<file path="src/rtl/led_controller.sv">
// Multi-channel LED driver: each channel is OFF, ON, BLINK or PWM, configured over valid/ready.
// Define LED_CONTROLLER_BREATHE_EN to make PWM channels ramp their duty up and down per tick.
module led_controller #(
  parameter int unsigned NumLeds        = 4,
  parameter int unsigned PrescaleCycles = 1_000_000,
  parameter int unsigned PeriodWidth    = 16,
  parameter int unsigned DutyWidth      = 8,
  localparam int unsigned ChanWidth     = (NumLeds > 1) ? $clog2(NumLeds) : 1
) (
  input  logic                   clk_i,
  input  logic                   rst_ni,
  input  logic                   cfg_valid_i,
  output logic                   cfg_ready_o,
  input  logic [ChanWidth-1:0]   cfg_chan_i,
  input  logic [1:0]             cfg_mode_i,
  input  logic [PeriodWidth-1:0] cfg_period_i,
  input  logic [DutyWidth-1:0]   cfg_duty_i,
  output logic                   tick_o,
  output logic [NumLeds-1:0]     led_o
);

  localparam int unsigned PresWidth = (PrescaleCycles > 1) ? $clog2(PrescaleCycles) : 1;
  localparam logic [PresWidth-1:0] PresMax = PresWidth'(PrescaleCycles - 1);

  localparam logic [1:0] ModeOff   = 2'd0;
  localparam logic [1:0] ModeOn    = 2'd1;
  localparam logic [1:0] ModeBlink = 2'd2;
  localparam logic [1:0] ModePwm   = 2'd3;

  if (PrescaleCycles < 1) begin : g_bad_prescale
    $error("led_controller: PrescaleCycles must be >= 1");
  end

  logic [PresWidth-1:0]   r_pres;
  logic [PresWidth-1:0]   w_pres_d;
  logic                   r_tick;
  logic                   r_ready;
  logic [DutyWidth-1:0]   r_phase;
  logic [NumLeds-1:0]     r_led;
  logic [NumLeds-1:0]     w_led_d;
  logic                   w_wr;

  logic [1:0]             r_mode   [NumLeds];
  logic [PeriodWidth-1:0] r_period [NumLeds];
  logic [DutyWidth-1:0]   r_duty   [NumLeds];
  logic [PeriodWidth-1:0] r_bcnt   [NumLeds];
  logic                   r_blink  [NumLeds];
  logic [1:0]             w_mode_d   [NumLeds];
  logic [PeriodWidth-1:0] w_period_d [NumLeds];
  logic [DutyWidth-1:0]   w_duty_d   [NumLeds];
  logic [PeriodWidth-1:0] w_bcnt_d   [NumLeds];
  logic                   w_blink_d  [NumLeds];
`ifdef LED_CONTROLLER_BREATHE_EN
  logic [DutyWidth-1:0]   r_wduty   [NumLeds];
  logic                   r_dir     [NumLeds];
  logic [DutyWidth-1:0]   w_wduty_d [NumLeds];
  logic                   w_dir_d   [NumLeds];
`endif

  assign w_wr     = cfg_valid_i && r_ready;
  assign w_pres_d = (r_pres == PresMax) ? '0 : r_pres + 1'b1;

  always_comb begin
    w_led_d = '0;
    for (int i = 0; i < NumLeds; i++) begin
      w_mode_d[i]   = r_mode[i];
      w_period_d[i] = r_period[i];
      w_duty_d[i]   = r_duty[i];
      w_bcnt_d[i]   = r_bcnt[i];
      w_blink_d[i]  = r_blink[i];
`ifdef LED_CONTROLLER_BREATHE_EN
      w_wduty_d[i]  = r_wduty[i];
      w_dir_d[i]    = r_dir[i];
`endif
      // A write to this channel overrides any tick arriving in the same cycle.
      if (w_wr && (cfg_chan_i == ChanWidth'(i))) begin
        w_mode_d[i]   = cfg_mode_i;
        w_period_d[i] = (cfg_period_i == '0) ? PeriodWidth'(1) : cfg_period_i;
        w_duty_d[i]   = cfg_duty_i;
        w_bcnt_d[i]   = '0;
        w_blink_d[i]  = 1'b0;
`ifdef LED_CONTROLLER_BREATHE_EN
        w_wduty_d[i]  = '0;
        w_dir_d[i]    = 1'b0;
`endif
      end else if (r_tick) begin
        if (r_mode[i] == ModeBlink) begin
          if (r_bcnt[i] == r_period[i] - 1'b1) begin
            w_bcnt_d[i]  = '0;
            w_blink_d[i] = ~r_blink[i];
          end else begin
            w_bcnt_d[i]  = r_bcnt[i] + 1'b1;
          end
        end
`ifdef LED_CONTROLLER_BREATHE_EN
        // Triangle ramp: up to the written duty, back down to 0, repeat.
        if (r_mode[i] == ModePwm) begin
          if (r_duty[i] == '0) begin
            w_wduty_d[i] = '0;
          end else if (!r_dir[i]) begin
            if (r_wduty[i] >= r_duty[i] - 1'b1) begin
              w_wduty_d[i] = r_duty[i];
              w_dir_d[i]   = 1'b1;
            end else begin
              w_wduty_d[i] = r_wduty[i] + 1'b1;
            end
          end else if (r_wduty[i] <= DutyWidth'(1)) begin
            w_wduty_d[i] = '0;
            w_dir_d[i]   = 1'b0;
          end else begin
            w_wduty_d[i] = r_wduty[i] - 1'b1;
          end
        end
`endif
      end

      case (w_mode_d[i])
        ModeOff:   w_led_d[i] = 1'b0;
        ModeOn:    w_led_d[i] = 1'b1;
        ModeBlink: w_led_d[i] = w_blink_d[i];
`ifdef LED_CONTROLLER_BREATHE_EN
        ModePwm:   w_led_d[i] = (r_phase < w_wduty_d[i]);
`else
        ModePwm:   w_led_d[i] = (r_phase < w_duty_d[i]);
`endif
        default:   w_led_d[i] = 1'b0;
      endcase
    end
  end

  always_ff @(posedge clk_i) begin
    if (!rst_ni) begin
      r_pres  <= '0;
      r_tick  <= 1'b0;
      r_ready <= 1'b0;
      r_phase <= '0;
      r_led   <= '0;
      for (int i = 0; i < NumLeds; i++) begin
        r_mode[i]   <= ModeOff;
        r_period[i] <= PeriodWidth'(1);
        r_duty[i]   <= '0;
        r_bcnt[i]   <= '0;
        r_blink[i]  <= 1'b0;
`ifdef LED_CONTROLLER_BREATHE_EN
        r_wduty[i]  <= '0;
        r_dir[i]    <= 1'b0;
`endif
      end
    end else begin
      r_pres  <= w_pres_d;
      r_tick  <= (w_pres_d == PresMax);
      r_ready <= 1'b1;
      r_phase <= r_phase + 1'b1;
      r_led   <= w_led_d;
      for (int i = 0; i < NumLeds; i++) begin
        r_mode[i]   <= w_mode_d[i];
        r_period[i] <= w_period_d[i];
        r_duty[i]   <= w_duty_d[i];
        r_bcnt[i]   <= w_bcnt_d[i];
        r_blink[i]  <= w_blink_d[i];
`ifdef LED_CONTROLLER_BREATHE_EN
        r_wduty[i]  <= w_wduty_d[i];
        r_dir[i]    <= w_dir_d[i];
`endif
      end
    end
  end

  assign cfg_ready_o = r_ready;
  assign tick_o      = r_tick;
  assign led_o       = r_led;

endmodule

</file>
<file path="config.mk">
export PLATFORM = sky130hd
export DESIGN_NAME = led_controller
export DESIGN_NICKNAME = d
export VERILOG_FILES = /design/src/rtl/led_controller.sv
export SDC_FILE = /design/constraint.sdc
export NUM_CORES = 1
export LEC_CHECK = 0
export BUFFER_PORTS_ARGS = -buffer_cell sky130_fd_sc_hd__clkbuf_2
export CAP_MARGIN = 40
export CELL_PAD_IN_SITES_DETAIL_PLACEMENT = 2
export CELL_PAD_IN_SITES_GLOBAL_PLACEMENT = 2
export CORE_AREA = 2 2 175 177
export CTS_CLUSTER_DIAMETER = 50
export DETAILED_ROUTE_END_ITERATION = 7
export DIE_AREA = 0 0 177 179
export GPL_ROUTABILITY_DRIVEN = 0
export PLACE_DENSITY_LB_ADDON = 0.3
export SYNTH_ARGS = -nofsm -noshare
export SYNTH_HDL_FRONTEND = slang
export SYNTH_SLANG_ARGS = --single-unit
</file>
<file path="constraint.sdc">
create_clock -name clk_i -period 5.4 [get_ports clk_i]
set_input_delay 0 -clock clk_i [delete_from_list [all_inputs] [get_ports clk_i]]
set_output_delay 0 -clock clk_i [all_outputs]
set_load 0.005 [all_outputs]
</file>
Yosys cells after proc, flatten, opt, wreduce, memory -nomap -nowiden
Memory sizes are Yosys's and may differ from the RTL's.
Index checks and enable logic that the tools add are counted.
Operators by class
  add/subtract/negate cells: 10
  $lt $le $gt $ge: 4
  equality and inequality tests: 25
  multiplexer cells: 72
  bitwise operators: 24
  reduce and logical (&&, ||, !) cells: 11
Operators by type and width (number)
  $mux W16: 29
  $add A16 B1 Y16 const B: 4
  $eq A16 B16 Y1: 4
  $mux W8: 8
  $sub A16 B1 Y16 const B: 4
  $eq A20 B20 Y1 const B: 2
  $lt A8 B8 Y1: 4
  $eq A2 B2 Y1 const B: 14
  $mux W1: 22
  $add A20 B1 Y20 const B: 1
  $mux W20: 1
  $or A1 B1 Y1: 20
  $logic_not A16 Y1: 1
  $mux W2: 8
  $pmux W1 S4: 4
  $eq A2 B1 Y1 const B: 5
  $logic_not A2 Y1: 5
  $add A8 B1 Y8 const B: 1
  $logic_and A1 B1 Y1: 5
  $not A1 Y1: 4
Storage, ports and cells
  register bits: 34
  bits in writable memories: 172
  input port bits: 31
  output and inout port bits: 6
  logic and storage cells: 156
  memories kept: 5
Memories
  r_bcnt: depth 4, width 16, read ports 4, clocked after memory_dff 0, wr ports 4, RTL line 46  | logic [PeriodWidth-1:0] r_bcnt [NumLeds];
  r_period: depth 4, width 16, read ports 4, clocked after memory_dff 0, wr ports 4, RTL line 44  | logic [PeriodWidth-1:0] r_period [NumLeds];
  r_duty: depth 4, width 8, read ports 4, clocked after memory_dff 0, wr ports 4, RTL line 45  | logic [DutyWidth-1:0] r_duty [NumLeds];
  r_mode: depth 4, width 2, read ports 4, clocked after memory_dff 0, wr ports 4, RTL line 43  | logic [1:0] r_mode [NumLeds];
  r_blink: depth 4, width 1, read ports 4, clocked after memory_dff 0, wr ports 4, RTL line 47  | logic r_blink [NumLeds];

Logic depth before layout (Yosys ltp)
Gate-level depths: netlist of the first run.
  word-level depth: 7
  gate-level depth with buffers: 12

Worst setup path after synthesis of the first run
OpenSTA, ideal clock, no wires.
  path kind: register to register
  start point: mem r_period[3][0]
  end point: mem r_bcnt[3][12]
  library setup time: 0.117 ns
  arrival time: 2.791 ns
  data required time: 5.283 ns
  path slack: 2.492 ns
  stages on the path, launching flop included: 12
  buffers on the path: 3
  clock period less this slack: 2.908 ns
  cells stage by stage: dfxtp_1 buf_2 inv_1 ha_1 clkbuf_1 or4b_2 a2111o_1 a32oi_1 o2111ai_1 o21bai_2 buf_2 nor2_1
RTL lines (RTL line)
  start: declaration: 44
  end: declaration: 46

==> results of run 1 <==
==> layer usage <==
metal  vias up  routed length [um]
met5         -                  10
met4         2                1006
met3        73                1184
met2       139               19910
met1      5241               16630
li1       5052                   -
==> metrics by stage <==
| step | instance area (um2) | cells |
|---|---|---|
| 5_1_grt | 13730 | 1876 |
| 3_3_place_gp | 12250 | 1784 |
| 4_1_cts | 13730 | 1875 |
| 2_1_floorplan | 11770 | 1411 |
| 6_report | 13730 | 1876 |
| 3_5_place_dp | 12290 | 1789 |
==> worst min-delay path: cells and delay by family <==
| family | cells | cell delay, ps |
|---|---|---|
| AOI/OAI and AO/OA | 1 | 80 |
| and+or+nand+nor | 2 | 300 |
| buffers and inverters | 1 | 150 |
==> report_power, final <==
| part | internal (W) | switching [W] | total [W] | leakage, nW |
|---|---|---|---|---|
| Combinational | 0.000133 | 0.000207 | 0.000340 | 2.99 |
| Clock | 0.00144 | 0.000789 | 0.00223 | 0.553 |
| Sequential | 0.00154 | 0.0000293 | 0.00157 | 1.66 |
==> final timing paths <==
check | start | to | slack [ps] | cells after the start
min | cfg_chan_i[0] | r_period[1][1] | 70 | 4
min reg2reg | r_pres[0] | r_pres[0] | 490 | 1
max | r_period[3][0] | r_bcnt[3][9] | 2070 | 8
max reg2reg | r_period[3][0] | r_bcnt[3][9] | 2070 | 8
==> sequential cells by signal, indices dropped and copies added, names as in the netlist <==
signal and flops:
tick_o 1, r_pres 20, r_mode 8, r_period 64, r_bcnt 64, r_blink 4, cfg_ready_o 1, led_o 4
r_duty 32, r_phase 8
==> cells by family (layout without fill, tap and decap cells) <==
group	count (synthesis)	count (layout)	share of synthesized area
compound gates	223	223	0.1334
xor+xnor	152	152	0.1155
fa+ha+maj	38	38	0.04041
buf+inv	99	168	0.03329
flops	206	206	0.3505
mux	46	46	0.03946
simple gates	647	647	0.2875
==> layout by cell type, fill, tap and decap left out, drive strengths merged, types with 12 or more instances in the layout <==
| master | netlist | layout |
|---|---|---|
| inv | 29 | 31 |
| dfxtp | 206 | 206 |
| and3 | 18 | 18 |
| xnor2 | 72 | 72 |
| nor2b | 51 | 51 |
| mux2i | 43 | 43 |
| nand3b | 13 | 13 |
| a21boi | 65 | 65 |
| ha | 38 | 38 |
| or4 | 12 | 12 |
| nand2 | 213 | 213 |
| dlygate4sd3 | 1 | 28 |
| nor4 | 24 | 24 |
| nand3 | 46 | 46 |
| o211ai | 12 | 12 |
| nand4 | 23 | 23 |
| nor3 | 73 | 73 |
| nor3b | 14 | 14 |
| or3 | 15 | 15 |
| a21oi | 37 | 37 |
| nor2 | 86 | 86 |
| buf | 9 | 15 |
| xor2 | 78 | 78 |
| o21ai | 28 | 28 |
| clkbuf | 60 | 79 |
| and2 | 15 | 15 |
==> area by class of cell <==
class / instances / area, um2
inverters: 29 / 108.9
clock buffers: 43 / 955.9
clock inverters: 15 / 198.9
multi-input cells: 1106 / 7261
well taps: 396 / 495.5
repair buffers: 81 / 590.6
fillers: 3291 / 16290
flip-flops and latches: 206 / 4124
==> impl_metrics.env, run 1 <==
export IMPL_cp_required_ps=5770
export IMPL_async_flop_share=0
export IMPL_antenna_left=0
export IMPL_synth_most_common_cell="nand2_1"
export IMPL_path_cells="inv_1 > ha_1 > or4b_2 > a2111o_1 > a32oi_1 > o2111ai_1 > o21bai_2 > nor2_1"
export IMPL_syn_nets=1480
export IMPL_cts_buffer_depth=3
export IMPL_cts_sinks=206
export IMPL_grt_max_degree=62
export IMPL_vias=10510
export IMPL_die_area_mm2=0.03168
export IMPL_synth_common_cells="nand2_1, dfxtp_1, nor2_1, xor2_1, nor3_1"
export IMPL_overflow=0
export IMPL_totalPowerFinal_w=0.004144
export IMPL_setup_violations_final=0
export IMPL_avgRoutedWirePerCell_um=20.65
export IMPL_io_pins=37
export IMPL_drv_slew=0
export IMPL_hold_path_class="in2reg"
export IMPL_startpoint_type="flop"
export IMPL_drive_above_1_share=0.09797
export IMPL_grt_pass1_vias=11530
export IMPL_p_leak_nw=5.203
export IMPL_cts_tree="done"
export IMPL_ys_ff_latch=206
export IMPL_hold_ws_ps=68.19
export IMPL_cts_root_buffer_cell="clkbuf_16"
export IMPL_finalCritPeriodShare=0.6171
export IMPL_post_cts_buffers=0
export IMPL_synth_seq_area_share=0.3505
export IMPL_pre_cts_slack_ps=2039
export IMPL_crit_arrival_ps=3700
export IMPL_synth_edff_count=0
export IMPL_relSlewSlack=0.4153
export IMPL_grt_met3_usage=0.03562
export IMPL_period_needed_ps=3333
export IMPL_irDropWorstVdd_mv=0.2760
export IMPL_syn_avg_cell_area_um2=8.338
export IMPL_synth_distinct_cells=81
export IMPL_detail_route_iter0_violations=407
export IMPL_grtUsageMet2=0.4580
export IMPL_finalHoldViolCount=0
export IMPL_drc=0
export IMPL_yosysWarnings=0
export IMPL_die_y_um=179
export IMPL_critical_path_max_stage_delay_ps=620
export IMPL_coreArea_mm2=0.03003
export IMPL_antenna_found_initial=1
export IMPL_yosysTopAreaCellShare=0.3505
export IMPL_fin_skew_ps=14.35
export IMPL_synth_top_area_cell="dfxtp_1"
export IMPL_grt_busiest_layer="met2"
export IMPL_crit_path_max_fanout=14
export IMPL_clk_latency_ps=520
export IMPL_worst_setup_path_type="reg2reg"
export IMPL_grt_use_total=0.2475
export IMPL_ctsResizeCount=0
export IMPL_grt_pass1_wl_mm=62.19
export IMPL_endpoint_kind="flop"
export IMPL_timing_setup_tns_ps=0
export IMPL_p_per_area_mw_per_mm2=301.8
export IMPL_met1_usage=0.2942
export IMPL_synthCells=1411
export IMPL_fin_nets=1527
export IMPL_routed_via_density=5.601
export IMPL_synth_area_mm2=0.01177
export IMPL_die_w_um=177
export IMPL_start_util=0.3918
export IMPL_antennaDiodeCount=0
export IMPL_clock_fmax_ghz=0.3001
export IMPL_num_rows=64
export IMPL_path_clk_slew_ps=60
export IMPL_utilization=0.4574
export IMPL_area_delta_synth_final_pct=16.74
export IMPL_synth_ff_type="dfxtp_1"
export IMPL_synth_area_top_cells="dfxtp_1, nand2_1, xor2_1, xnor2_1, a21boi_0"
export IMPL_port_buffers=36
export IMPL_routed_wl_mm=38.74
export IMPL_path_buf_inv=1
export IMPL_rsz0062_at_grt="false"
export IMPL_dr_pass1_iters=4
export IMPL_cts_hold_buf=28
export IMPL_cts_buffers=34
export IMPL_drv_cap=0
export IMPL_cpMaxStageDelayCell="or4b_2"
export IMPL_tightestPinTransition_ps=877.1
export IMPL_cts_max_level=2
export IMPL_status="finished clean"
export IMPL_dp_hpwl_mm=26.24
export IMPL_layout_setup_ws_ps=2068
export IMPL_cp_top_family="compound AO/OA/AOI/OAI gates"
Note: power is estimated with default switching activity, not from simulation.
==> inputs of run 2 (changes only) <==
--- a/config.mk
+++ b/config.mk
@@ -9,10 +9,10 @@
 export CAP_MARGIN = 40
 export CELL_PAD_IN_SITES_DETAIL_PLACEMENT = 2
 export CELL_PAD_IN_SITES_GLOBAL_PLACEMENT = 2
-export CORE_AREA = 2 2 175 177
+export CORE_AREA = 2 2 177 179
 export CTS_CLUSTER_DIAMETER = 50
 export DETAILED_ROUTE_END_ITERATION = 7
-export DIE_AREA = 0 0 177 179
+export DIE_AREA = 0 0 179 181
 export GPL_ROUTABILITY_DRIVEN = 0
 export PLACE_DENSITY_LB_ADDON = 0.3
 export SYNTH_ARGS = -nofsm -noshare
==> constraint.sdc (replaced) <==
create_clock -name clk_i -period 3.45 [get_ports clk_i]
set_input_delay 0 -clock clk_i [delete_from_list [all_inputs] [get_ports clk_i]]
set_output_delay 0 -clock clk_i [all_outputs]
set_load 0.005 [all_outputs]
==> run 2 against run 1 <==
  * Wire length increased by 2.6%
  * Via count increased by 2.0%
  * Clock skew increased by 15 ps
==> impl_metrics.env, run 2 (synthesized netlist as in run 1, its figures left out) <==
export IMPL_cp_top_family="compound AO/OA/AOI/OAI gates"
export IMPL_antenna_left=0
export IMPL_cpMaxStageDelayCell="or4b_2"
export IMPL_worst_setup_path_type="reg2reg"
export IMPL_path_clk_slew_ps=60
export IMPL_startpoint_type="flop"
export IMPL_tightestPinTransition_ps=836.2
export IMPL_drv_cap=0
export IMPL_cp_required_ps=3830
export IMPL_clock_fmax_ghz=0.3177
export IMPL_setup_violations_final=0
export IMPL_post_dp_cell_area_mm2=0.01234
export IMPL_dp_hpwl_mm=26.71
export IMPL_crit_path_max_fanout=14
export IMPL_cts_sinks=206
export IMPL_clk_latency_ps=510
export IMPL_utilization=0.4530
export IMPL_drv_slew=0
export IMPL_dr_pass1_iters=5
export IMPL_routed_wl_mm=39.75
export IMPL_finalHoldViolCount=0
export IMPL_cts_root_buffer_cell="clkbuf_16"
export IMPL_hold_ws_ps=37.97
export IMPL_port_buffers=36
export IMPL_fillers=3315
export IMPL_routed_via_density=5.693
export IMPL_antenna_found_initial=1
export IMPL_dp_cells=1796
export IMPL_die_w_um=179
export IMPL_irDropWorstVdd_mv=0.3570
export IMPL_drc=0
export IMPL_min_path_cells=3
export IMPL_p_leak_nw=5.214
export IMPL_fin_cells=1883
export IMPL_path_cells="inv_1 > ha_1 > or4b_2 > a2111o_1 > a32oi_1 > o2111ai_1 > o21bai_2 > buf_4 > nor2_1"
export IMPL_final_cell_mix="nand2_1, dfxtp_1, nor2_1, xor2_1, nor3_1"
export IMPL_p_per_area_mw_per_mm2=470.2
export IMPL_reg_top3="r_bcnt (64), r_period (64), r_duty (32)"
export IMPL_cts_tree="done"
export IMPL_vias=10720
export IMPL_avgRoutedWirePerCell_um=21.11
export IMPL_fin_skew_ps=29.71
export IMPL_die_area_mm2=0.03240
export IMPL_grt_pass1_wl_mm=64.20
export IMPL_hold_path_class="in2reg"
export IMPL_grt_pass1_vias=11950
export IMPL_finalCritPeriodShare=0.9123
export IMPL_status="finished clean"
export IMPL_path_buf_inv=2
export IMPL_timing_setup_tns_ps=0
export IMPL_worst_path_stages=9
export IMPL_io_pins=37
export IMPL_final_cell_area_mm2=0.01375
export IMPL_start_util=0.3877
export IMPL_overflow=0
export IMPL_coreArea_mm2=0.03035
export IMPL_final_common_cell="nand2_1"
export IMPL_rsz0062_at_grt="false"
export IMPL_fin_nets=1531
export IMPL_critical_path_max_stage_delay_ps=630
export IMPL_crit_arrival_ps=3520
export IMPL_endpoint_kind="flop"
export IMPL_drive_above_1_share=0.1023
export IMPL_relSlewSlack=0.4353
export IMPL_cts_max_level=2
export IMPL_detail_route_iter0_violations=471
export IMPL_ff2ff_path_depth=9
export IMPL_area_delta_synth_final_pct=16.87
export IMPL_num_rows=64
export IMPL_cts_buffers=34
export IMPL_cts_buffer_depth=3
export IMPL_grt_use_total=0.2485
export IMPL_grt_max_degree=67
export IMPL_die_y_um=181
export IMPL_period_needed_ps=3147
[run 2: changes by cell type in the layout (fill, tap and decap cells not counted), moves of 2 or more]
cell and delta:
buf_4 +8, clkbuf_8 -4, clkdlybuf4s18_2 -2, clkinv_2 +2, dlygate4sd3_1 -2
[run 2: final cells by class]
cell class                      count  area [um2]  share of cell area
Clock inverter                     20       234.0             0.01702
Inverter                           29       108.9            0.007917
Timing Repair Buffer               85       610.6             0.04441
Antenna cell                        1       2.502           0.0001820
Sequential cell                   206        4124              0.2999
Multi-Input combinational cell   1106        7269              0.5287
Clock buffer                       40       904.6             0.06579
Tap cell                          396       495.5             0.03604
[run 2: metrics by stage]
stage	setup slack, ps	power, W
floorplan	542.2	0.002823
global placement	492.9	0.002983
detailed placement	292.7	0.003007
CTS	209.6	0.006531
global route	127.8	0.006704
finish	302.6	0.006465
[run 2: worst paths after layout]
kind / from / slack, ps / end
worst max-delay path: r_period[3][0] / 300 / r_bcnt[3][8]
worst min-delay path: cfg_mode_i[1] / 40 / r_mode[2][1]
worst max register to register: r_period[3][0] / 300 / r_bcnt[3][8]
worst min register to register: r_pres[0] / 500 / r_pres[0]
[run 2: repair_timing]
action                     4_1_cts  5_1_grt
hold buffers                    26        0
gates resized for setup          0        1
setup endpoints to repair        0        1
hold endpoints to repair        98        0
buffers inserted                 0        0
[run 2: layer usage]
layer / vias to the layer above / GRT usage / routed length, um
met5: - / 0 / 0
met4: 0 / 0.07122 / 933
met3: 59 / 0.03788 / 1352
met2: 166 / 0.4606 / 20760
met1: 5415 / 0.2911 / 16700
li1: 5080 / - / -
[run 2: worst min-delay path, stage by stage]
cell	delay (ps)
clkbuf_2	240
mux2i_1	140
nor2b_1	110
[run 2: where the power goes]
group	internal (W)	switching (W)
sequential	0.00242	0.0000474
clock	0.00219	0.00127
combinational	0.000212	0.000327
